<file path="config.mk">
export PLATFORM = sky130hd
export DESIGN_NAME = handshake_elastic_fifo
export DESIGN_NICKNAME = d
export VERILOG_FILES = /design/src/rtl/handshake_elastic_fifo.sv
export SDC_FILE = /design/constraint.sdc
export NUM_CORES = 1
export LEC_CHECK = 0
export CORE_MARGIN = 5
export CORE_UTILIZATION = 41
export CTS_CLUSTER_SIZE = 30
export DETAILED_ROUTE_END_ITERATION = 10
export SLEW_MARGIN = 20
export SYNTH_ARGS = -nofsm -noshare
export SYNTH_HDL_FRONTEND = slang
export SYNTH_SLANG_ARGS = --single-unit
export TNS_END_PERCENT = 5
</file>
<file path="constraint.sdc">
create_clock -name clk -period 2.65 [get_ports clk]
set_input_delay 0.53 -clock clk [delete_from_list [all_inputs] [get_ports clk]]
set_output_delay 0.53 -clock clk [all_outputs]
set_load 0.01 [all_outputs]
</file>
<file path="src/rtl/handshake_elastic_fifo.sv">
// Registered elastic FIFO for valid/ready handshake channels.
// Flags come only from registered state, so no combinational path exists
// from outs_ready to ins_ready or from ins_valid to outs_valid.
module handshake_elastic_fifo #(
  parameter int DATA_WIDTH = 32,
  parameter int FIFO_DEPTH = 4
) (
  input  logic                  clk,
  input  logic                  rst,
  input  logic [DATA_WIDTH-1:0] ins,
  input  logic                  ins_valid,
  output logic                  ins_ready,
  output logic [DATA_WIDTH-1:0] outs,
  output logic                  outs_valid,
  input  logic                  outs_ready
);

  // Pointer width is at least one bit so FIFO_DEPTH=1 still has a legal index.
  localparam int PTR_W = (FIFO_DEPTH > 1) ? $clog2(FIFO_DEPTH) : 1;
  localparam int CNT_W = $clog2(FIFO_DEPTH + 1);

  localparam logic [PTR_W-1:0] LAST_PTR  = PTR_W'(FIFO_DEPTH - 1);
  localparam logic [PTR_W-1:0] PTR_ZERO  = PTR_W'(0);
  localparam logic [PTR_W-1:0] PTR_ONE   = PTR_W'(1);
  localparam logic [CNT_W-1:0] CNT_FULL  = CNT_W'(FIFO_DEPTH);
  localparam logic [CNT_W-1:0] CNT_ZERO  = CNT_W'(0);
  localparam logic [CNT_W-1:0] CNT_ONE   = CNT_W'(1);

  logic [DATA_WIDTH-1:0] mem_q [FIFO_DEPTH];
  logic [PTR_W-1:0]      head_q, head_d;
  logic [PTR_W-1:0]      tail_q, tail_d;
  logic [CNT_W-1:0]      count_q, count_d;

  logic full_s;
  logic empty_s;
  logic push_s;
  logic pop_s;

  // Handshake flags and transfer qualifiers derived from registered state.
  always_comb begin
    full_s     = (count_q == CNT_FULL);
    empty_s    = (count_q == CNT_ZERO);
    ins_ready  = !full_s;
    outs_valid = !empty_s;
    outs       = mem_q[head_q];
    push_s     = ins_valid && ins_ready;
    pop_s      = outs_valid && outs_ready;
  end

  // Next-state for pointers (wrapping at FIFO_DEPTH-1) and occupancy count.
  always_comb begin
    head_d  = head_q;
    tail_d  = tail_q;
    count_d = count_q;

    if (push_s) begin
      tail_d = (tail_q == LAST_PTR) ? PTR_ZERO : (tail_q + PTR_ONE);
    end else begin
      tail_d = tail_q;
    end

    if (pop_s) begin
      head_d = (head_q == LAST_PTR) ? PTR_ZERO : (head_q + PTR_ONE);
    end else begin
      head_d = head_q;
    end

    case ({push_s, pop_s})
      2'b10:   count_d = count_q + CNT_ONE;
      2'b01:   count_d = count_q - CNT_ONE;
      default: count_d = count_q;
    endcase
  end

  // Control state register; asynchronous reset discards all stored tokens.
  always_ff @(posedge clk or posedge rst) begin
    if (rst) begin
      head_q  <= PTR_ZERO;
      tail_q  <= PTR_ZERO;
      count_q <= CNT_ZERO;
    end else begin
      head_q  <= head_d;
      tail_q  <= tail_d;
      count_q <= count_d;
    end
  end

  // Token storage; contents are not reset since validity is tracked by count.
  always_ff @(posedge clk) begin
    if (push_s) begin
      mem_q[tail_q] <= ins;
    end
  end

endmodule

</file>
# Word-level counts from Yosys, hierarchy flattened
# Memory sizes are Yosys's and may differ from the RTL's.
# Index checks and enable logic that the tools add are counted.
# word_totals
ff_bits	7
ram_bits	128
in_bits	36
output_inout_bits	34
word_cells	24
mem_count	1
# classes
addsub	4
eq_ne	5
n_mux	5
reduce_logical	6
# memory_table
memory	words	word_bits	read_ports	rd_clocked_by_memory_dff	write_ports	line_no	source
mem_q	4	32	1	0	1	29	logic [DATA_WIDTH-1:0] mem_q [FIFO_DEPTH];
# ops
cell	n
2-bit == test (second input constant)	3
3-bit one-hot mux with 2 select lines	1
2-bit by 1-bit adder with 2-bit output (second input constant)	2
2-bit two-way mux	2
3-bit by 1-bit adder with 3-bit output (second input constant)	1
3-bit == test (second input constant)	1
3-bit logical NOT	1
3-bit by 1-bit subtractor with 3-bit output (second input constant)	1
2-bit by 1-bit == test with 1-bit output (second input constant)	1
1-bit logical AND	2
1-bit logical NOT	2
1-bit two-way mux	2
2-bit nonzero test	1

# Longest topological paths before layout
# logic_depth
depth_word	5
ltp_mapped	9

# Worst setup path before layout
# OpenSTA, ideal clock, no wires.
# synth_timing
path_kind	reg2reg
from	reg count_q[0]
to	reg count_q[2]
setup_time_ps	79
arrival_time_ps	2013
required_ps	2571
setup_slack_ps	558
stages_incl_launch_ff	10
n_path_buf	0
synth_period_minus_slack_ps	2092
path_cell_list	dfrtp_1 > or3b_4 > and2_4 > inv_1 > ha_1 > inv_1 > fa_1 > xor2_1 > nor2_1 > xor2_1
# synth_via
elab_chain_len	5
word_cells_on_any_way	12
cone_classes	add/sub: 2; eq/ne: 3; mux: 1; reduce/logical: 6
# synth_lines
item	line_no	source
start, declared	32	logic [CNT_W-1:0] count_q, count_d;
start signal, assigned	84	count_q <= count_d;
3-bit == test (*)	41	full_s = (count_q == CNT_FULL);
1-bit logical NOT (*)	43	ins_ready = !full_s;
net ins_ready	12	output logic ins_ready,
1-bit logical AND (*)	46	push_s = ins_valid && ins_ready;
2-bit by 1-bit == test with 1-bit output / 2-bit == test (equally long branches)	68	case ({push_s, pop_s})
3-bit one-hot mux with 2 select lines / 2-bit nonzero test (equally long branches)	--	
# Mark *: on every way through the listed nets, which the timed path passes. The rest lies on a longest branch.
# A chain may end at the register's enable or synchronous reset.

# Worst setup path after layout
# layout_timing
from	reg head_q[0]
to	out outs[10]
# layout_via
elab_chain_len	1
# layout_lines
item	line_no	source
start, declared	30	logic [PTR_W-1:0] head_q, head_d;
start signal, assigned	78	head_q <= PTR_ZERO;
start signal, assigned	82	head_q <= head_d;
memory read 4 x 32 bit	--	
end, declared	13	output logic [DATA_WIDTH-1:0] outs,
# No other way between the ends.

==> out/metrics.cfg <==
[min_path]
hold_class = in -> async

[timing]
timing.final.max_slew_violations = 0
fin_crit_ps = 2570
skew_ps = 4.46
hold_viol_final = 0
finalWorstSetupSlack_ps = 83.1
finalSetupTns_ps = 0
max_slew.worst_pin.slew_ps = 328
fin_crit_sh_pct = 96.9
relSlewSlack_pct = 78.1
fin_hold_ws_ps = 374
rsz0062_at_grt = no
maxClockFrequency_mhz = 390
finalSetupViolCount = 0

[yosys]
synth_top_family_by_area = multiplexers
yosys-top-cells-area = edfxtp_1 (76%), mux4_2 (14%), dfrtp_1 (3.5%), ha_1 (1.5%), and3_2 (0.59%)
synthXorXnorAreaFrac_pct = 0.518
synthAdderAreaFrac_pct = 1.88
synth-simple-area-share_pct = 1.43
muxShareOfSynthArea_pct = 15.4
synthesis.area_um2 = 5070
avgSynthCellArea_um2 = 24.3
syn-num-nets = 252
ys_types = 20
synth_top_area_share_pct = 75.8
synthCells = 209
synth_compound_area_share_pct = 0
seq_area_frac_synth_pct = 79.2
ys_ff_latch = 135
synth_top_area_cell = edfxtp_1
yosys_warnings = 0

[floorplan]
die_area_um2 = 14700
initial_core_util_pct = 42.0
num_rows = 40
core-area_um2 = 12100
die_w_um = 121
io_pins = 70
die_h_um = 121

[detailed_routing]
vias = 2347
met3_length_um = 462
drc_errors = 0
vias_per_cell = 4.84
drt-total-wl_mm = 8.93
drt_pre_antenna_iters = 4
highest_layer = met4
route.met2.wl_mm = 4.24
detail-route-antenna-nets = 0
wire_per_inst_um = 18.4
drt-initial-drc-count = 187
met1Wirelength_mm = 4.11

[placed_design]
port_buffers = 69
dp_hpwl_mm = 5.54
gp_congestion = 0.666
dp_slack_ps = 338
place_inst = 450

[setup_path]
path_delay_family = buffers and inverters
worstSetupEndpointType = primary output
cp.required_ps = 2120
crit_slowest_cell = mux4_2
worstSetupPathType = reg -> out
slowest_delay_ps = 520
cp-start-kind = register
path_cells = buf_12 > mux4_2 > clkdlybuf4s50_1
arrival_ps = 2040
crit_fanout = 19
path_buf_inv = 2

[cells_and_area]
antennaDiodeCount = 0
drive_above_1_share_pct = 27.8
area_growth_pct = 31.9
fin_cells = 485
fillCellCount = 914
nets = 347
final_common_cell = edfxtp_1
final_cell_mix = edfxtp_1 (128), clkdlybuf4s50_1 (57), mux4_2 (32)

[clocking]
clockBufferDepth = 2
cts_tree = built
h-tree-depth = 4
root_buffer = clkbuf_16
numCtsBuffers = 17
hold_buffers = 0
clkLatencyLatePin_ps = 410
clk_pin_slew_ps = 50
cts.sinks = 135

[pwr]
p_leak_nw = 2.36
p_per_area_nw_per_um2 = 1160
finalPower_mw = 7.77
peakVddDrop_v = 0.000614

[global_routing]
grt_util_all_layers_pct = 13.2
grt-ovfl-total = 0
antenna_found_initial = 0
grt_pass1_wl_mm = 14.0
grt_max_degree = 21
grt_pass1_vias = 2543

[flow_run]
drv_cap = 0

[run_status]
status = complete, no violations

==> state kept, by name, indices dropped and copies added (netlist names) <==
register	cells
head_q	2
count_q	3
tail_q	2
mem_q	128
==> final timing paths <==
| check | endpoint | startpoint | slack, ps | cells past startpoint |
|---|---|---|---|---|
| max | outs[10] | head_q[0] | 80 | 3 |
| min | tail_q[0] | rst | 370 | 2 |
| max reg2reg | count_q[2] | count_q[0] | 480 | 9 |
| min reg2reg | count_q[2] | count_q[2] | 470 | 1 |
| max in group asynchronous | head_q[0] | rst | 2040 | 2 |
| min in group clk | count_q[2] | count_q[2] | 470 | 1 |
==> synth_stat cells <==
master    number
and2_4         1
and3_2         4
buf_2          3
buf_4          3
clkbuf_1       2
dfrtp_1        7
edfxtp_1     128
fa_1           1
ha_1           6
inv_1          8
mux2_2         2
mux2_4         2
mux2i_1        1
mux4_2        32
nand2_1        1
nor2_1         3
or3_2          1
or3b_4         1
xnor2_1        1
xor2_1         2
==> logic make-up (layout without fill, tap and decap cells) <==
kind of cell	Yosys count	in the layout
muxes	37	37
adders and majority gates	7	7
xor gates and xnor gates	3	3
and+or+nand+nor	11	11
DFF	135	135
buffers and inverters	16	124
==> layout make-up <==
type / count / area [um^2] / area share, %
Sequential cell: 135 / 4020 / 60.1
Timing Repair Buffer: 84 / 847 / 12.7
Clock inverter: 8 / 121 / 1.81
Tap cell: 168 / 210 / 3.14
Multi-Input combinational cell: 58 / 977 / 14.6
Inverter: 8 / 30.0 / 0.449
Clock buffer: 24 / 482 / 7.20
==> per-stage QoR <==
step / util (%) / area [um^2]
6_report: 55.5 / 6690
5_1_grt: 55.5 / 6690
4_1_cts: 55.1 / 6640
3_5_place_dp: 50.1 / 6040
3_3_place_gp: 50.1 / 6040
2_1_floorplan: - / 5070
==> what timing repair did <==
| action | CTS | global route |
|---|---|---|
| gates cloned | 0 | 0 |
| gates resized for setup | 3 | 9 |
| setup endpoints to repair | 3 | 13 |
| buffers inserted | 0 | 3 |
==> metal layers <==
layer,vias to the layer above,GRT usage (%)
li1,1057,-
met1,1216,17.5
met2,61,19.7
met3,13,4.85
met4,0,5.67
met5,-,0
==> power by group <==
group | switching, mW | leakage, nW | internal (mW)
registers | 0.123 | 1.25 | 2.83
clock network | 0.795 | 0.294 | 1.55
logic | 1.11 | 0.818 | 1.36
total | 2.03 | 2.36 | 5.74
(Power assumes the default switching activity.)
